### src/rtl/prt_scaler_pkg.sv
// Shared types and select-clamping helper for the scaler kernel tap selector.
// Latency: combinational helpers only.
// Backpressure: not applicable.
package prt_scaler_pkg;

    typedef enum logic [1:0] {
        MODE_NORMAL = 2'd0,
        MODE_EDGE   = 2'd1,
        MODE_BYPASS = 2'd2
    } mode_t;

    // Effective select for one lane; fields are wide enough for any legal geometry.
    typedef struct packed {
        logic [7:0] line;
        logic [7:0] tap;
        logic       err;
    } sel_res_t;

    // Bypass wins outright; otherwise an out-of-range select collapses to (0,0)
    // and flags an error, and edge mode pulls the tap towards the newest pixel
    // until enough pixels of the line have arrived.
    function automatic sel_res_t sel_clamp(
        input int unsigned line,
        input int unsigned tap,
        input int unsigned ecnt,
        input logic [1:0]  mode,
        input int unsigned n_lines,
        input int unsigned n_taps,
        input int unsigned ctr
    );
        sel_res_t r;
        r = '0;
        if (mode == MODE_BYPASS) begin
            r.tap = 8'(ctr);
        end else if (line >= n_lines || tap >= n_taps) begin
            r.err = 1'b1;
        end else begin
            r.line = 8'(line);
            r.tap  = 8'(tap);
            if (mode == MODE_EDGE && tap < (n_taps - 1 - ecnt))
                r.tap = 8'(n_taps - 1 - ecnt);
        end
        return r;
    endfunction

endpackage

### src/rtl/prt_scaler_krnl_sel_lane.sv
// One output lane: muxes the registered window down to a single tap.
// Latency: 1 clock from win_vld to out_dat update.
// Backpressure: none; out_dat holds while win_vld is low.
module prt_scaler_krnl_sel_lane #(
    parameter int P_BPC   = 8,
    parameter int P_LINES = 2,
    parameter int P_TAPS  = 5,
    parameter int LW      = 1,
    parameter int TW      = 3
) (
    input  logic                              core_clk,
    input  logic                              arst_n,
    input  logic                              win_vld,
    input  logic [P_LINES*P_TAPS*P_BPC-1:0]   win_dat,
    input  logic [LW+TW-1:0]                  sel,
    output logic [P_BPC-1:0]                  out_dat
);

    logic [P_BPC-1:0] mux_dat;

    // Select is already clamped upstream, so exactly one element matches.
    always_comb begin
        mux_dat = '0;
        for (int l = 0; l < P_LINES; l++) begin
            for (int t = 0; t < P_TAPS; t++) begin
                if (sel == {LW'(l), TW'(t)})
                    mux_dat = win_dat[(l*P_TAPS+t)*P_BPC +: P_BPC];
            end
        end
    end

    // Output register loads only on a valid stage-1 beat.
    always_ff @(posedge core_clk or negedge arst_n) begin
        if (!arst_n)
            out_dat <= '0;
        else if (win_vld)
            out_dat <= mux_dat;
    end

endmodule

### src/rtl/prt_scaler_krnl_sel.sv
// Kernel tap selector: routes P_OUTS selected window taps to the multiplier lanes.
// Latency: 2 clocks DE_IN to DE_OUT; ERR_OUT 1 clock after an errored beat.
// Backpressure: none; every input beat is accepted.
module prt_scaler_krnl_sel
    import prt_scaler_pkg::*;
#(
    parameter int P_BPC   = 8,
    parameter int P_LINES = 2,
    parameter int P_TAPS  = 5,
    parameter int P_OUTS  = 1
) (
    input  logic                            CLK_IN,
    input  logic                            RST_IN,
    input  logic [1:0]                      MODE_IN,
    input  logic                            DE_IN,
    input  logic                            SOL_IN,
    input  logic [P_LINES*P_TAPS*P_BPC-1:0] DAT_IN,
    input  logic [P_OUTS*($clog2((P_LINES > 2) ? P_LINES : 2)
                 + $clog2((P_TAPS > 2) ? P_TAPS : 2))-1:0] SEL_IN,
    input  logic                            ERR_CLR_IN,
    output logic [P_OUTS*P_BPC-1:0]         DAT_OUT,
    output logic                            DE_OUT,
    output logic                            ERR_OUT
);

    localparam int LW  = $clog2((P_LINES > 2) ? P_LINES : 2);
    localparam int TW  = $clog2((P_TAPS > 2) ? P_TAPS : 2);
    localparam int SW  = LW + TW;
    localparam int CTR = (P_TAPS - 1) / 2;
    localparam logic [TW-1:0] EMAX   = TW'(P_TAPS - 1);
    localparam logic [TW-1:0] ESTART = (P_TAPS > 1) ? TW'(1) : TW'(0);

    logic [TW-1:0]                  ecnt, ecnt_use, ecnt_nxt;
    logic [P_OUTS*SW-1:0]           esel_d, esel_q;
    logic                           err_evt;
    logic                           vld1;
    logic [P_LINES*P_TAPS*P_BPC-1:0] win_q;
    sel_res_t                       res;

    // Per-lane effective select; MODE_IN is folded in here, so the registered
    // select carries the beat's mode forward without a separate mode register.
    always_comb begin
        ecnt_use = SOL_IN ? '0 : ecnt;
        ecnt_nxt = SOL_IN ? ESTART : ((ecnt == EMAX) ? ecnt : ecnt + 1'b1);
        esel_d   = '0;
        err_evt  = 1'b0;
        res      = '0;
        for (int k = 0; k < P_OUTS; k++) begin
            res = sel_clamp(32'(SEL_IN[k*SW+TW +: LW]), 32'(SEL_IN[k*SW +: TW]),
                            32'(ecnt_use), MODE_IN, P_LINES, P_TAPS, CTR);
            esel_d[k*SW +: SW] = {LW'(res.line), TW'(res.tap)};
            err_evt = err_evt | res.err;
        end
    end

    // Stage 1: capture window, select and edge count on valid input beats.
    always_ff @(posedge CLK_IN or negedge RST_IN) begin
        if (!RST_IN) begin
            vld1   <= 1'b0;
            ecnt   <= '0;
            win_q  <= '0;
            esel_q <= '0;
        end else begin
            vld1 <= DE_IN;
            if (DE_IN) begin
                ecnt   <= ecnt_nxt;
                win_q  <= DAT_IN;
                esel_q <= esel_d;
            end
        end
    end

    // Stage 2 valid tracks stage 1 unconditionally.
    always_ff @(posedge CLK_IN or negedge RST_IN) begin
        if (!RST_IN)
            DE_OUT <= 1'b0;
        else
            DE_OUT <= vld1;
    end

    // Sticky error: a new error event beats a simultaneous clear.
    always_ff @(posedge CLK_IN or negedge RST_IN) begin
        if (!RST_IN)
            ERR_OUT <= 1'b0;
        else if (DE_IN && err_evt)
            ERR_OUT <= 1'b1;
        else if (ERR_CLR_IN)
            ERR_OUT <= 1'b0;
    end

    for (genvar k = 0; k < P_OUTS; k++) begin : g_lane
        prt_scaler_krnl_sel_lane #(
            .P_BPC   (P_BPC),
            .P_LINES (P_LINES),
            .P_TAPS  (P_TAPS),
            .LW      (LW),
            .TW      (TW)
        ) u_lane (
            .core_clk (CLK_IN),
            .arst_n   (RST_IN),
            .win_vld  (vld1),
            .win_dat  (win_q),
            .sel      (esel_q[k*SW +: SW]),
            .out_dat  (DAT_OUT[k*P_BPC +: P_BPC])
        );
    end

endmodule

### config.mk
export PLATFORM = sky130hd
export DESIGN_NAME = prt_scaler_krnl_sel
export DESIGN_NICKNAME = d
export VERILOG_FILES = /design/src/rtl/prt_scaler_pkg.sv /design/src/rtl/prt_scaler_krnl_sel_lane.sv /design/src/rtl/prt_scaler_krnl_sel.sv
export SDC_FILE = /design/constraint.sdc
export NUM_CORES = 1
export LEC_CHECK = 0
export BUFFER_PORTS_ARGS = -buffer_cell sky130_fd_sc_hd__buf_2
export CAP_MARGIN = 20
export CORE_ASPECT_RATIO = 0.8
export CORE_MARGIN = 1
export CORE_UTILIZATION = 40
export DETAILED_ROUTE_END_ITERATION = 8
export PLACE_DENSITY = 0.64
export SKIP_CTS_REPAIR_TIMING = 1
export SYNTH_ARGS = -nofsm -noshare
export SYNTH_HDL_FRONTEND = slang
export SYNTH_SLANG_ARGS = --single-unit
### constraint.sdc
create_clock -name CLK_IN -period 5.24 [get_ports CLK_IN]
set_input_delay 0.262 -clock CLK_IN [delete_from_list [all_inputs] [get_ports CLK_IN]]
set_output_delay 0.262 -clock CLK_IN [all_outputs]
set_load 0.02 [all_outputs]
==> impl_metrics.csv <==
group,metric,value,unit
sta,min_period,2350,ps
finish,multi_input_area,2050,um2
die,die_area,12200,um2
placement,portBuffers,100,
die,core_area,11500,um2
clock_tree,tritoncts.num_buffers,9,
pwr,ir_drop,178,uV
clock_tree,path_clk_slew,70,ps
critical_path,cp_slowest_stage_delay,440,ps
synthesis,yosys_warnings,0,
die,ioPinCount,101,
synthesis,yosys_most_used_dff,"dfrtp_1",
clock_tree,cts_tree,"yes",
grt,grt_pass1_vias,3335,
synthesis,ys_types,53,
synthesis,synth_top_cell_area_share,52.2,%
finish,final_cell_area,5580,um2
synthesis,mappedNetlistArea,4700,um2
pwr,p_leak,2.44,nW
routing,drc,0,
flow_run,cap_violations,0,
synthesis,synth-edff-count,0,
synthesis,synth_cells,379,
routing,drtIter0Drc,199,
synthesis,ys_ff_latch,98,
critical_path,start_kind,"register",
critical_path,worstSetupPathType,"reg -> reg",
die,rows,35,
synthesis,syn_nets,475,
synthesis,yosysTopAreaCell,"dfrtp_1",
placement,place_inst,605,
sta,max_freq,425,MHz
critical_path,arrival,2620,ps
routing,vias,3443,
grt,grt_pass1_wl,17.6,mm
outcome,run_status,"complete, no violations",
finish,diodes,0,
clock_tree,cts_sinks,98,
pwr,power.density,351,nW/um2
placement,place_congestion,0.928,
placement,dp_hpwl,8.03,mm
clock_tree,worstSkewPairLatency,350,ps
synthesis,synthArstFlopShare,100,%
critical_path,crit_slowest_cell,"dfrtp_1",
routing,firstDrtPassIters,5,
sta,fin_setup_tns,0,ps
critical_path,endpoint_kind,"register",
finish,post-route-util,48.6,%
clock_tree,ctsRootBufferMaster,"clkbuf_16",
critical_path,critPathMaxFanout,6,
critical_path,required,5500,ps
routing,antenna_left,0,
sta,maxSlewHeadroom,44.0,%
critical_path,crit_top_cell,"ha_1",
routing,post_drt_via_cell_ratio,5.54,
sta,hold_viol,0,
sta,clock_skew,6.72,ps
sta,rsz0062_at_grt,"no",
finish,fillers,1058,
finish,nNetsFinal,565,
die,dieHeight,99.0,um
grt,grt.overflow.total,0,
synthesis,synth.avg_cell_area,12.4,um2
sta,setup_viol,0,
clock_tree,clockBufferDepth,2,
sta,slew_violations,0,
critical_path,path_cells,"nand2b_1, ha_1, inv_1, ha_1, o21a_1, o31a_1, o31ai_4, mux2_1, o22ai_1",
min_path,hp-class,"in -> reg",
finish,areaGrowthSynthToFinish,18.7,%
sta,min_period_over_period,44.9,%
finish,drive_gt1_share,43.7,%
sta,worst_pin_slew,840,ps
finish,stdcell_count,622,
grt,track_usage,19.4,%
routing,post_drt_wl_per_cell,17.9,um
synthesis,yosysSeqAreaShare,52.2,%
die,dieWidth,123,um
clock_tree,htreeDepth,3,
finish,seqCellArea,2450,um2
die,initial_core_util,41.0,%
grt,antenna_found_initial,0,
routing,totalWireLength,11.1,mm
placement,place_area,5270,um2
synthesis,netlist_top_cells_area,"dfrtp_1, mux2_2, mux4_2",
grt,grt_max_degree,57,
[cell usage after synthesis (2+ instances only)]
cell type	n
dfrtp_1	98
mux2_2	78
o21ai_0	17
a21oi_1	15
inv_1	15
nand2_1	11
nor2_1	10
buf_2	9
nand3_1	9
a31oi_1	8
o22ai_1	8
a22oi_1	6
mux2i_1	6
nand2b_1	6
buf_4	5
clkbuf_1	5
ha_1	5
o31ai_1	5
a211o_1	4
buf_1	4
mux4_2	4
nor2b_1	4
a22o_1	3
a311oi_1	3
and3_1	3
mux2_1	3
o211ai_1	3
a221oi_1	2
a31o_2	2
buf_6	2
o21a_1	2
o2bb2ai_1	2
o32ai_1	2
[through the flow]
stage | hold WS (ps) | total power, mW | setup WS, ps
after floorplan | -33.6 | 1.18 | 3160
after global placement | 300 | 1.30 | 3000
after detailed placement | 299 | 1.32 | 2880
after CTS | -72.8 | 1.98 | 2900
after global routing | 101 | 2.06 | 2730
final | 101 | 1.96 | 2890
[state kept, by name, indices dropped and copies added (netlist names)]
name                   cells
win_q                     80
g_lane.u_lane.out_dat      8
esel_q                     4
ecnt                       3
DE_OUT                     1
ERR_OUT                    1
vld1                       1
[final timing paths]
check	end	from	depth (start not counted)	slack [ps]
setup / recovery	esel_q[2]	ecnt[0]	9	2890
hold / removal	ERR_OUT	ERR_CLR_IN	2	100
setup reg to reg	esel_q[2]	ecnt[0]	9	2890
hold reg to reg	win_q[45]	win_q[45]	1	500
max in group asynchronous	win_q[36]	RST_IN	3	3690
min in group asynchronous	win_q[4]	RST_IN	2	450
[worst max-delay path, delay by kind of cell (launching register included)]
kind | cells | cell delay [ps]
buffers and inverters | 1 | 60
adders and majority gates | 2 | 610
AOI/OAI and AO/OA | 4 | 680
and+or+nand+nor | 1 | 130
muxes | 1 | 360
DFF | 1 | 440
[power breakdown]
part	switching (mW)	internal [mW]	total, mW	leakage (nW)
logic	0.200	0.186	0.386	1.15
clock network	0.285	0.371	0.656	0.139
registers	0.0731	0.844	0.917	1.15
total	0.558	1.40	1.96	2.44
[layer usage]
metal / vias up / part of all wire, % / GRT usage [%]
met2: 114 / 42 / 26.8
met3: 20 / 5.9 / 5.61
met1: 1720 / 50 / 28.8
li1: 1589 / - / -
met5: - / 0 / 0
met4: 0 / 2.1 / 6.77
[layout make-up]
cell class | count | share of cell area, %
Clock buffer | 10 | 4.10
Clock inverter | 6 | 1.21
Inverter | 16 | 1.08
Multi-Input combinational cell | 240 | 36.7
Sequential cell | 98 | 43.9
Tap cell | 148 | 3.32
Timing Repair Buffer | 104 | 9.64
[kinds of logic (layout without fill, tap and decap cells)]
| family | count (synthesis) | count (layout) | share of synthesized area [%] |
|---|---|---|---|
| xor+xnor | 1 | 1 | 0.186 |
| fa+ha+maj | 5 | 5 | 1.33 |
| mux | 91 | 91 | 22.6 |
| flops | 98 | 98 | 52.2 |
| buf+inv | 41 | 136 | 4.23 |
| simple gates | 52 | 52 | 6.15 |
| compound gates | 91 | 91 | 13.3 |
[placed cells by master, fill, tap and decap left out, types with 3 or more instances in the layout]
cell,n
nand3_1,9
a311oi_1,3
mux2_1,3
nor2_1,10
a31oi_1,8
mux2_2,78
o211ai_1,3
a22oi_1,6
nand2b_1,6
inv_1,15
o22ai_1,8
buf_4,5
buf_2,98
clkbuf_16,9
dfrtp_1,98
ha_1,5
o21ai_0,17
mux4_2,4
a22o_1,3
and3_1,3
a211o_1,4
nand2_1,11
mux2i_1,6
a21oi_1,15
nor2b_1,4
o31ai_1,5
Note: power is estimated with default switching activity, not from simulation.
